==> config.mk <==
export PLATFORM = sky130hd
export DESIGN_NAME = light_gun_ctrl_flat
export DESIGN_NICKNAME = d
export VERILOG_FILES = /design/src/rtl/duck_hunt_pkg.sv /design/src/rtl/light_gun_ctrl_if.sv /design/src/rtl/gun_debounce.sv /design/src/rtl/light_gun_ctrl.sv /design/src/flat_wrapper.sv
export SDC_FILE = /design/constraint.sdc
export NUM_CORES = 1
export LEC_CHECK = 0
export CAP_MARGIN = 20
export CORE_MARGIN = 10
export CORE_UTILIZATION = 45
export CTS_CLUSTER_DIAMETER = 80
export DETAILED_ROUTE_END_ITERATION = 10
export GPL_TIMING_DRIVEN = 0
export PLACE_DENSITY = 0.66
export SYNTH_ARGS = -nofsm -noshare
export SYNTH_HDL_FRONTEND = slang
export SYNTH_SLANG_ARGS = --single-unit
==> constraint.sdc <==
create_clock -name clk -period 2.5 [get_ports clk]
set_clock_uncertainty 0.15 [all_clocks]
set_input_delay 0.5 -clock clk [delete_from_list [all_inputs] [get_ports clk]]
set_output_delay 0.5 -clock clk [all_outputs]
set_load 0.02 [all_outputs]
==> src/rtl/duck_hunt_pkg.sv <==
// duck_hunt_pkg: shared state encoding and width helpers for the light-gun controller
package duck_hunt_pkg;

    typedef enum logic [2:0] {
        IDLE,
        ARM,
        BLACK,
        TGT,
        RESULT
    } gun_state_t;

    // Index fields are one bit wider than the minimum so a count of 1 still yields a 1-bit field
    function automatic int idx_w(input int n);
        return $clog2(n) + 1;
    endfunction

endpackage

==> src/rtl/light_gun_ctrl_if.sv <==
// light_gun_if: frame timing, gun inputs and flash/result outputs of the light-gun controller
interface light_gun_if
    import duck_hunt_pkg::*;
#(
    parameter int N_GUNS    = 2,
    parameter int N_TARGETS = 2
);
    logic                            frame_start;
    logic                            valid;
    logic [N_GUNS-1:0]               trigger;
    logic [N_GUNS-1:0]               detect;
    logic                            flash_black;
    logic                            flash_target;
    logic [idx_w(N_TARGETS)-1:0]     flash_idx;
    logic                            busy;
    logic                            hit_valid;
    logic                            miss_valid;
    logic [idx_w(N_GUNS)-1:0]        res_gun;
    logic [idx_w(N_TARGETS)-1:0]     res_target;

    modport master (
        output frame_start, valid, trigger, detect,
        input  flash_black, flash_target, flash_idx, busy,
        input  hit_valid, miss_valid, res_gun, res_target
    );

    modport slave (
        input  frame_start, valid, trigger, detect,
        output flash_black, flash_target, flash_idx, busy,
        output hit_valid, miss_valid, res_gun, res_target
    );
endinterface

==> src/rtl/gun_debounce.sv <==
// gun_debounce: synchronises one raw trigger and emits a 1-cycle pulse on each debounced press
module gun_debounce #(
    parameter int DEBOUNCE_CYC = 50000
) (
    input  logic clk,
    input  logic reset,
    input  logic raw,
    output logic press
);
    localparam int CW = $clog2(DEBOUNCE_CYC + 1);

    logic          s1_q, s2_q;
    logic          level_q, level_d;
    logic          press_q, press_d;
    logic [CW-1:0] cnt_q, cnt_d;

    // Accept the new level only after DEBOUNCE_CYC consecutive samples disagree with the held one
    always_comb begin
        level_d = level_q;
        press_d = 1'b0;
        cnt_d   = '0;
        if (s2_q != level_q) begin
            if (cnt_q == CW'(DEBOUNCE_CYC - 1)) begin
                level_d = s2_q;
                press_d = s2_q;
            end else begin
                cnt_d = cnt_q + 1'b1;
            end
        end
    end

    // Synchroniser and debounce state; reset reloads the released level
    always_ff @(posedge clk) begin
        if (reset) begin
            s1_q    <= 1'b0;
            s2_q    <= 1'b0;
            level_q <= 1'b0;
            press_q <= 1'b0;
            cnt_q   <= '0;
        end else begin
            s1_q    <= raw;
            s2_q    <= s1_q;
            level_q <= level_d;
            press_q <= press_d;
            cnt_q   <= cnt_d;
        end
    end

    assign press = press_q;
endmodule

==> src/rtl/light_gun_ctrl.sv <==
// light_gun_ctrl: runs the black/target flash sequence for a fired gun and reports hit or miss
module light_gun_ctrl
    import duck_hunt_pkg::*;
#(
    parameter int N_GUNS       = 2,
    parameter int N_TARGETS    = 2,
    parameter int DEBOUNCE_CYC = 50000,
    parameter int DETECT_MIN   = 64
) (
    input logic        clk,
    input logic        reset,
    light_gun_if.slave bus
);
    localparam int GW = idx_w(N_GUNS);
    localparam int TW = idx_w(N_TARGETS);
    localparam int CW = $clog2(DETECT_MIN + 1);

    logic [N_GUNS-1:0] press;
    logic [N_GUNS-1:0] det_s1_q, det_s2_q;
    gun_state_t        state_q, state_d;
    logic [GW-1:0]     gun_q, gun_d, sel;
    logic [TW-1:0]     t_q, t_d;
    logic [CW-1:0]     cnt_q, cnt_d;
    logic              flash_black_q, flash_black_d;
    logic              flash_target_q, flash_target_d;
    logic [TW-1:0]     flash_idx_q, flash_idx_d;
    logic              busy_q, busy_d;
    logic              hit_valid_q, hit_valid_d;
    logic              miss_valid_q, miss_valid_d;
    logic [GW-1:0]     res_gun_q, res_gun_d;
    logic [TW-1:0]     res_target_q, res_target_d;
    logic              det_sel, light;

    for (genvar g = 0; g < N_GUNS; g++) begin : g_db
        gun_debounce #(.DEBOUNCE_CYC(DEBOUNCE_CYC)) u_db (
            .clk   (clk),
            .reset (reset),
            .raw   (bus.trigger[g]),
            .press (press[g])
        );
    end

    // Lowest-index press wins; only the latched gun's synchronised photodiode matters
    always_comb begin
        sel     = '0;
        det_sel = 1'b0;
        for (int i = N_GUNS - 1; i >= 0; i--) begin
            if (press[i]) sel = GW'(i);
        end
        for (int i = 0; i < N_GUNS; i++) begin
            if (gun_q == GW'(i)) det_sel = det_s2_q[i];
        end
        light = cnt_q >= CW'(DETECT_MIN);
    end

    // Shot sequencer: result flops are loaded on the deciding frame_start so they line up with RESULT
    always_comb begin
        state_d        = state_q;
        gun_d          = gun_q;
        t_d            = t_q;
        cnt_d          = cnt_q;
        flash_black_d  = flash_black_q;
        flash_target_d = flash_target_q;
        flash_idx_d    = flash_idx_q;
        hit_valid_d    = 1'b0;
        miss_valid_d   = 1'b0;
        res_gun_d      = res_gun_q;
        res_target_d   = res_target_q;
        if ((state_q == BLACK || state_q == TGT) && bus.valid && det_sel && !light) cnt_d = cnt_q + 1'b1;
        case (state_q)
            IDLE: begin
                if (|press) begin
                    gun_d   = sel;
                    state_d = ARM;
                end
            end
            ARM: begin
                if (bus.frame_start) begin
                    state_d       = BLACK;
                    flash_black_d = 1'b1;
                    cnt_d         = '0;
                end
            end
            BLACK: begin
                if (bus.frame_start) begin
                    flash_black_d = 1'b0;
                    cnt_d         = '0;
                    if (light) begin
                        state_d      = RESULT;
                        miss_valid_d = 1'b1;
                        res_gun_d    = gun_q;
                        res_target_d = '0;
                    end else begin
                        state_d        = TGT;
                        t_d            = '0;
                        flash_target_d = 1'b1;
                        flash_idx_d    = '0;
                    end
                end
            end
            TGT: begin
                if (bus.frame_start) begin
                    cnt_d = '0;
                    if (light || t_q == TW'(N_TARGETS - 1)) begin
                        state_d        = RESULT;
                        flash_target_d = 1'b0;
                        flash_idx_d    = '0;
                        hit_valid_d    = light;
                        miss_valid_d   = !light;
                        res_gun_d      = gun_q;
                        res_target_d   = light ? t_q : '0;
                    end else begin
                        t_d         = t_q + 1'b1;
                        flash_idx_d = t_q + 1'b1;
                    end
                end
            end
            RESULT:  state_d = IDLE;
            default: state_d = IDLE;
        endcase
        busy_d = state_d != IDLE;
    end

    // State and output registers; reset aborts any shot without a result pulse
    always_ff @(posedge clk) begin
        if (reset) begin
            det_s1_q       <= '0;
            det_s2_q       <= '0;
            state_q        <= IDLE;
            gun_q          <= '0;
            t_q            <= '0;
            cnt_q          <= '0;
            flash_black_q  <= 1'b0;
            flash_target_q <= 1'b0;
            flash_idx_q    <= '0;
            busy_q         <= 1'b0;
            hit_valid_q    <= 1'b0;
            miss_valid_q   <= 1'b0;
            res_gun_q      <= '0;
            res_target_q   <= '0;
        end else begin
            det_s1_q       <= bus.detect;
            det_s2_q       <= det_s1_q;
            state_q        <= state_d;
            gun_q          <= gun_d;
            t_q            <= t_d;
            cnt_q          <= cnt_d;
            flash_black_q  <= flash_black_d;
            flash_target_q <= flash_target_d;
            flash_idx_q    <= flash_idx_d;
            busy_q         <= busy_d;
            hit_valid_q    <= hit_valid_d;
            miss_valid_q   <= miss_valid_d;
            res_gun_q      <= res_gun_d;
            res_target_q   <= res_target_d;
        end
    end

    assign bus.flash_black  = flash_black_q;
    assign bus.flash_target = flash_target_q;
    assign bus.flash_idx    = flash_idx_q;
    assign bus.busy         = busy_q;
    assign bus.hit_valid    = hit_valid_q;
    assign bus.miss_valid   = miss_valid_q;
    assign bus.res_gun      = res_gun_q;
    assign bus.res_target   = res_target_q;
endmodule
==> src/flat_wrapper.sv <==
// flat-port wrapper written by rule: the top's interface ports become plain ports
module light_gun_ctrl_flat import duck_hunt_pkg::*;
#(
    parameter int N_GUNS       = 2,
    parameter int N_TARGETS    = 2,
    parameter int DEBOUNCE_CYC = 50000,
    parameter int DETECT_MIN   = 64
)
  (clk, reset, bus_frame_start, bus_valid, bus_trigger, bus_detect, bus_flash_black, bus_flash_target, bus_flash_idx, bus_busy, bus_hit_valid, bus_miss_valid, bus_res_gun, bus_res_target);
  light_gun_if #(.N_GUNS(N_GUNS), .N_TARGETS(N_TARGETS)) bus_i ();
  input logic clk;
  input logic reset;
  input wire logic [$bits(bus_i.frame_start)-1:0] bus_frame_start;
  input wire logic [$bits(bus_i.valid)-1:0] bus_valid;
  input wire logic [$bits(bus_i.trigger)-1:0] bus_trigger;
  input wire logic [$bits(bus_i.detect)-1:0] bus_detect;
  output wire logic [$bits(bus_i.flash_black)-1:0] bus_flash_black;
  output wire logic [$bits(bus_i.flash_target)-1:0] bus_flash_target;
  output wire logic [$bits(bus_i.flash_idx)-1:0] bus_flash_idx;
  output wire logic [$bits(bus_i.busy)-1:0] bus_busy;
  output wire logic [$bits(bus_i.hit_valid)-1:0] bus_hit_valid;
  output wire logic [$bits(bus_i.miss_valid)-1:0] bus_miss_valid;
  output wire logic [$bits(bus_i.res_gun)-1:0] bus_res_gun;
  output wire logic [$bits(bus_i.res_target)-1:0] bus_res_target;
  assign bus_i.frame_start = bus_frame_start;
  assign bus_i.valid = bus_valid;
  assign bus_i.trigger = bus_trigger;
  assign bus_i.detect = bus_detect;
  assign bus_flash_black = bus_i.flash_black;
  assign bus_flash_target = bus_i.flash_target;
  assign bus_flash_idx = bus_i.flash_idx;
  assign bus_busy = bus_i.busy;
  assign bus_hit_valid = bus_i.hit_valid;
  assign bus_miss_valid = bus_i.miss_valid;
  assign bus_res_gun = bus_i.res_gun;
  assign bus_res_target = bus_i.res_target;
  light_gun_ctrl #(.N_GUNS(N_GUNS), .N_TARGETS(N_TARGETS), .DEBOUNCE_CYC(DEBOUNCE_CYC), .DETECT_MIN(DETECT_MIN)) u_core (.clk(clk), .reset(reset), .bus(bus_i));
endmodule
### Word-level counts from Yosys, hierarchy flattened

Index checks and enable logic that the tools add are counted.
Widths: inputs -> output; s select.

* output and inout bits: 11
* register bits after elaboration: 69
* input port bits: 8
* logic and storage cells: 125

* reductions and logical operators: 26
* $add $sub $neg: 4
* multiplexer cells: 47
* $lt $le $gt $ge: 1
* bitwise gates (word level): 7
* eq/ne operators: 16

Operators by type and width (count)
* $add 16x1->16 const B: 2
* $eq 16x16->1 const B: 2
* $mux 2: 16
* $mux 7: 3
* $mux 3: 6
* $pmux 2 s2: 4
* $reduce_or 3->1: 5
* $mux 1: 14
* $ne 2x2->1 const B: 6
* $pmux 3 s4: 1
* $reduce_and 5->1: 2
* $reduce_and 4->1: 2
* $add 7x1->7 const B: 1
* $ge 7x7->1 const B: 1
* $not 1->1: 7
* $eq 3x2->1 const B: 2
* $pmux 1 s2: 3
* $reduce_and 2->1: 3
* $eq 2x1->1 const B: 2
* $reduce_bool 2->1: 2
* $reduce_or 4->1: 1
* $eq 3x1->1 const B: 1
* $logic_and 1x1->1: 3
* $logic_not 3->1: 1
* 9 further kinds: 11

### Depth between registers and ports, before layout

* word-level depth: 8
* depth in mapped cells: 6
* mapped depth without buffers: 6

### Hierarchy

A second synthesis with hierarchy kept.

* cell total of the unflattened synthesis: 311
* area, all modules: 2866.5 um^2

Modules (own cells, without submodules)
* gun_debounce: cells each 89, instances 2, sequential area each 400.4 um^2, area each 835.8 um^2
* light_gun_ctrl: cells each 133, instances 1, sequential area each 540.5 um^2, area each 1194.9 um^2

### Worst setup path after synthesis

Ideal clock, no wire load.

* path kind: input to register
* from: input port bus_valid
* to: register u_core.cnt_q[5]
* data arrival time: 1.591 ns
* setup time: 0.071 ns
* slack: 0.688 ns
* data required time: 2.279 ns
* path buffers: 0
* stages: 4
* cells stage by stage: nand3b_1 > or3_1 > or4_1 > a21oi_1

* longest elaborated chain between the ends: 6

Ends and longest elaborated chain
* from (decl): RTL line flat_wrapper.sv:14 `input wire logic [$bits(bus_i.valid)-1:0] bus_valid;`
* $logic_and 1x1->1 * (3 in series): RTL line light_gun_ctrl.sv:69 `if ((state_q == BLACK || state_q == TGT) && bus.valid && det_sel && !light) cnt_d = cnt_q + 1'b1;`
* $mux 7 *: RTL line light_gun_ctrl.sv:69
* $mux 7: RTL line light_gun_ctrl.sv:78, light_gun_ctrl.sv:85, light_gun_ctrl.sv:102
* $mux 7 *
* to (signal assigned): RTL line light_gun_ctrl.sv:147 `cnt_q <= cnt_d;`
* to (decl): RTL line light_gun_ctrl.sv:23 `logic [CW-1:0] cnt_q, cnt_d;`

Every way passes the cells marked *; elsewhere a longest branch is shown, timed or not.
A chain may end at the register's enable or synchronous reset.

### Worst setup path in the final report

* from: register u_core.g_db[1].u_db.cnt_q[0]
* to: register u_core.g_db[1].u_db.cnt_q[8]

* longest elaborated chain between the ends: 2
* elaborated cells between the ends (all ways): 3
* classes of those cells: add/sub (1); eq/ne (1); reduce/logical (1)

Ends and longest elaborated chain
* from (decl): RTL line gun_debounce.sv:15 `logic [CW-1:0] cnt_q, cnt_d;`
* from (signal assigned): RTL line gun_debounce.sv:45 `cnt_q <= cnt_d;`
* branches (longest 2 deep; another with $add 16x1->16)

Parallel ways; which one is timed is not known.

==> run metrics <==
routed wire length=5310 um; Remaining DRCs=0; Clk pin slew, worst setup/hold paths=0.07 ns; WHS Endpoint=u_core.det_s2_q[1]; largest net degree at the start of global routing=12; FILL cells=565; worst hold stages=1; RSZ-0062 raised after global routing=no; initial antenna violation count=0; CP endpoint kind=flip-flop; grt ovf=0; CTS buffer count=9; share of post-route cells with drive strength above 1=~5%; sequential share of the synthesized area=48.5%; first-pass GRT wire length=9220 um; worst r2r src=u_core.g_db[1].u_db.cnt_q[0]; Final Setup Violations=0; Min-Delay Path Class=flip-flop to flip-flop; final slew viol count=0; post-DP HPWL=3620 um; wire length on met2=2370 um; num rows=28; Reg2Reg Setup Slack=0.40 ns; clk sink count=67; CTS tree=yes; die height=98.4 um; Post-Syn Nets=320; drt wl/cell=12.8 um; data required time of the critical path=about 2.6 ns; reg-to-reg endpoint=u_core.g_db[1].u_db.cnt_q[8]; # resized after CTS=0; Bufs on Longest Clock Path=2; total die area=9680 um^2; maximum vdd drop=around 0.38 mV; Seq cells post-synth=67; Startpoint Class=flip-flop; DR WL met3=269 um; Synth Cell Area=between 2000 and 3000 um^2; yosys warns=0; max_slew headroom=between 60% and 70%; cell count after synthesis=307; antenna cells=0; worst slew pin tran=between 0.5 and 0.6 ns; Post-synth EDFFs=0; clk_lat worst skew=0.34 ns; die width=98.4 um; Critical Path Fanout Max=10; global placer's final weighted congestion=0.818; hold path start=u_core.det_s1_q[1]; Post-Place Setup Slack=about 0.12 ns; worst setup path class=flip-flop to flip-flop; Synth area leaders=dfxtp_1 (49%), xnor2_1 (9.5%), nor2_1 (6.4%), nor4_1 (2.7%), nand3_1 (2.5%); min cycle time layout=between 2 and 2.5 ns; max layer used=met4; postcts setup bufs=0; Final WS setup=0.397 ns; Biggest register=u_core.g_db.u_db.cnt_q; largest area contributor in the netlist=dfxtp_1; Initial DRC Count=roughly 60; clock tree root buffer cell=clkbuf_8; Unique masters post-synth=35; H-tree lvl count=3; Leak=0.971 nW; WP data arrival=2.17 ns; crit share post-route=84.1%; Nets=348; Hold Buf Count CTS=0; post-route ant nets=0; FF+latch area=1340 um^2; Regs by FF count=u_core.g_db.u_db.cnt_q x32, u_core.cnt_q x7, u_core.state_q x3; Ports=19; Max-Cap Viols=0; core area=a little under 6000 um^2; outcome=finished, final reports clean; Port Buffers=17; Hold Vio Cnt, Final=0; Async SR Flop Fraction=0%; TNS Setup=0 ns; first drt pass iteration count=4; P per Cell Area=591 nW/um^2; vias in the first global route=2074; P&R area growth vs syn=15.3%; Initial Utilization=46.4%; FMAX=around 480 MHz; reg2reg path depth=6; syn_area_per_cell=9.00 um^2; gr usage total=11.4%; DR vias=2161; Synth top area share=48.5%; max FFs per register=32; multi-input logic area=1330 um^2; ys flop type=dfxtp_1; drt via density=5.21; met1 wire length=2570 um
how the worst max path moves through the flow:
stage,start,to,slack [ns]
after floorplan,bus_valid,u_core.cnt_q[5],0.69
after global placement,bus_frame_start,u_core.bus.flash_idx[1],0.09
after detailed placement,bus_frame_start,u_core.t_q[0],0.12
after CTS,u_core.g_db[1].u_db.cnt_q[0],u_core.g_db[1].u_db.cnt_q[8],0.37
after global routing,u_core.g_db[1].u_db.cnt_q[0],u_core.g_db[1].u_db.cnt_q[12],0.11
final,u_core.g_db[1].u_db.cnt_q[0],u_core.g_db[1].u_db.cnt_q[8],0.40
cells in the mapped netlist (4+ instances only):
master and number:
a21oi_1 11, clkbuf_1 7, dfxtp_1 67, ha_1 5
inv_1 13, mux2i_1 4, nand2_1 16, nand2b_1 4
nand3_1 14, nand4_1 9, nor2_1 47, nor2b_1 8
nor3_1 13, nor4_1 12, nor4b_1 6, o21ai_0 5
or3_1 5, xnor2_1 30
report_power, final:
part	switching [mW]	leakage, nW	total [mW]	internal [mW]
registers	0.00437	0.541	1.08	1.08
clock network	0.402	0.0856	0.753	0.351
logic	0.0267	0.344	0.0499	0.0232
worst max-delay path, stage by stage (launching register included):
cell and delay [ns]:
dfxtp_1 0.37, ha_1 0.23, nand3_1 0.18, nand4b_1 0.33, nand2_1 0.24, clkbuf_1 0.38, nor2_1 0.10
routing by layer:
metal  vias up  GRT usage, %
li1       1118             -
met1       991          13.6
met2        43          16.9
met3         9          4.93
met4         0          5.95
met5         -             0
layout by cell type (no fill, tap or decap), drive strengths merged, types with 6 or more instances in the layout:
master,Yosys,layout
dfxtp,67,67
nand3,14,14
nand2,16,16
a21oi,11,11
nor4,12,12
clkbuf,7,17
nor2,47,47
xnor2,30,30
nor3,13,13
nor4b,6,6
clkdlybuf4s50,0,17
inv,13,13
nand4,9,9
nor2b,8,8
cells by family after synthesis:
| family | share of synthesized area, % |
|---|---|
| flops | 48.5 |
| other cells | 0.136 |
| buf+inv | 3.26 |
| xor+xnor | 10.5 |
| simple gates | 27.6 |
| compound gates | 6.29 |
| fa+ha+maj | 2.26 |
| mux | 1.45 |
per-stage QoR:
step	power [mW]	utilization (%)	cell area, um^2	cells	hold slack (ns)
after floorplan	1.13	-	2760	307	0.264
after global placement	1.15	50.8	3030	399	0.271
after detailed placement	1.15	50.8	3030	399	0.281
after CTS	1.90	53.5	3190	415	0.291
after global routing	1.95	53.5	3190	415	0.305
final	1.88	53.5	3190	415	0.286
cell type report:
cell class / count / share of cell area, %
sequential: 67 / 42.1
multi-input combinational: 218 / 41.8
timing repair buffer: 17 / 5.34
clock buffer: 10 / 4.00
tap: 75 / 2.94
inverter: 13 / 1.53
buffer: 9 / 1.30
clock inverter: 6 / 1.02
Note: power is estimated with default switching activity, not from simulation.
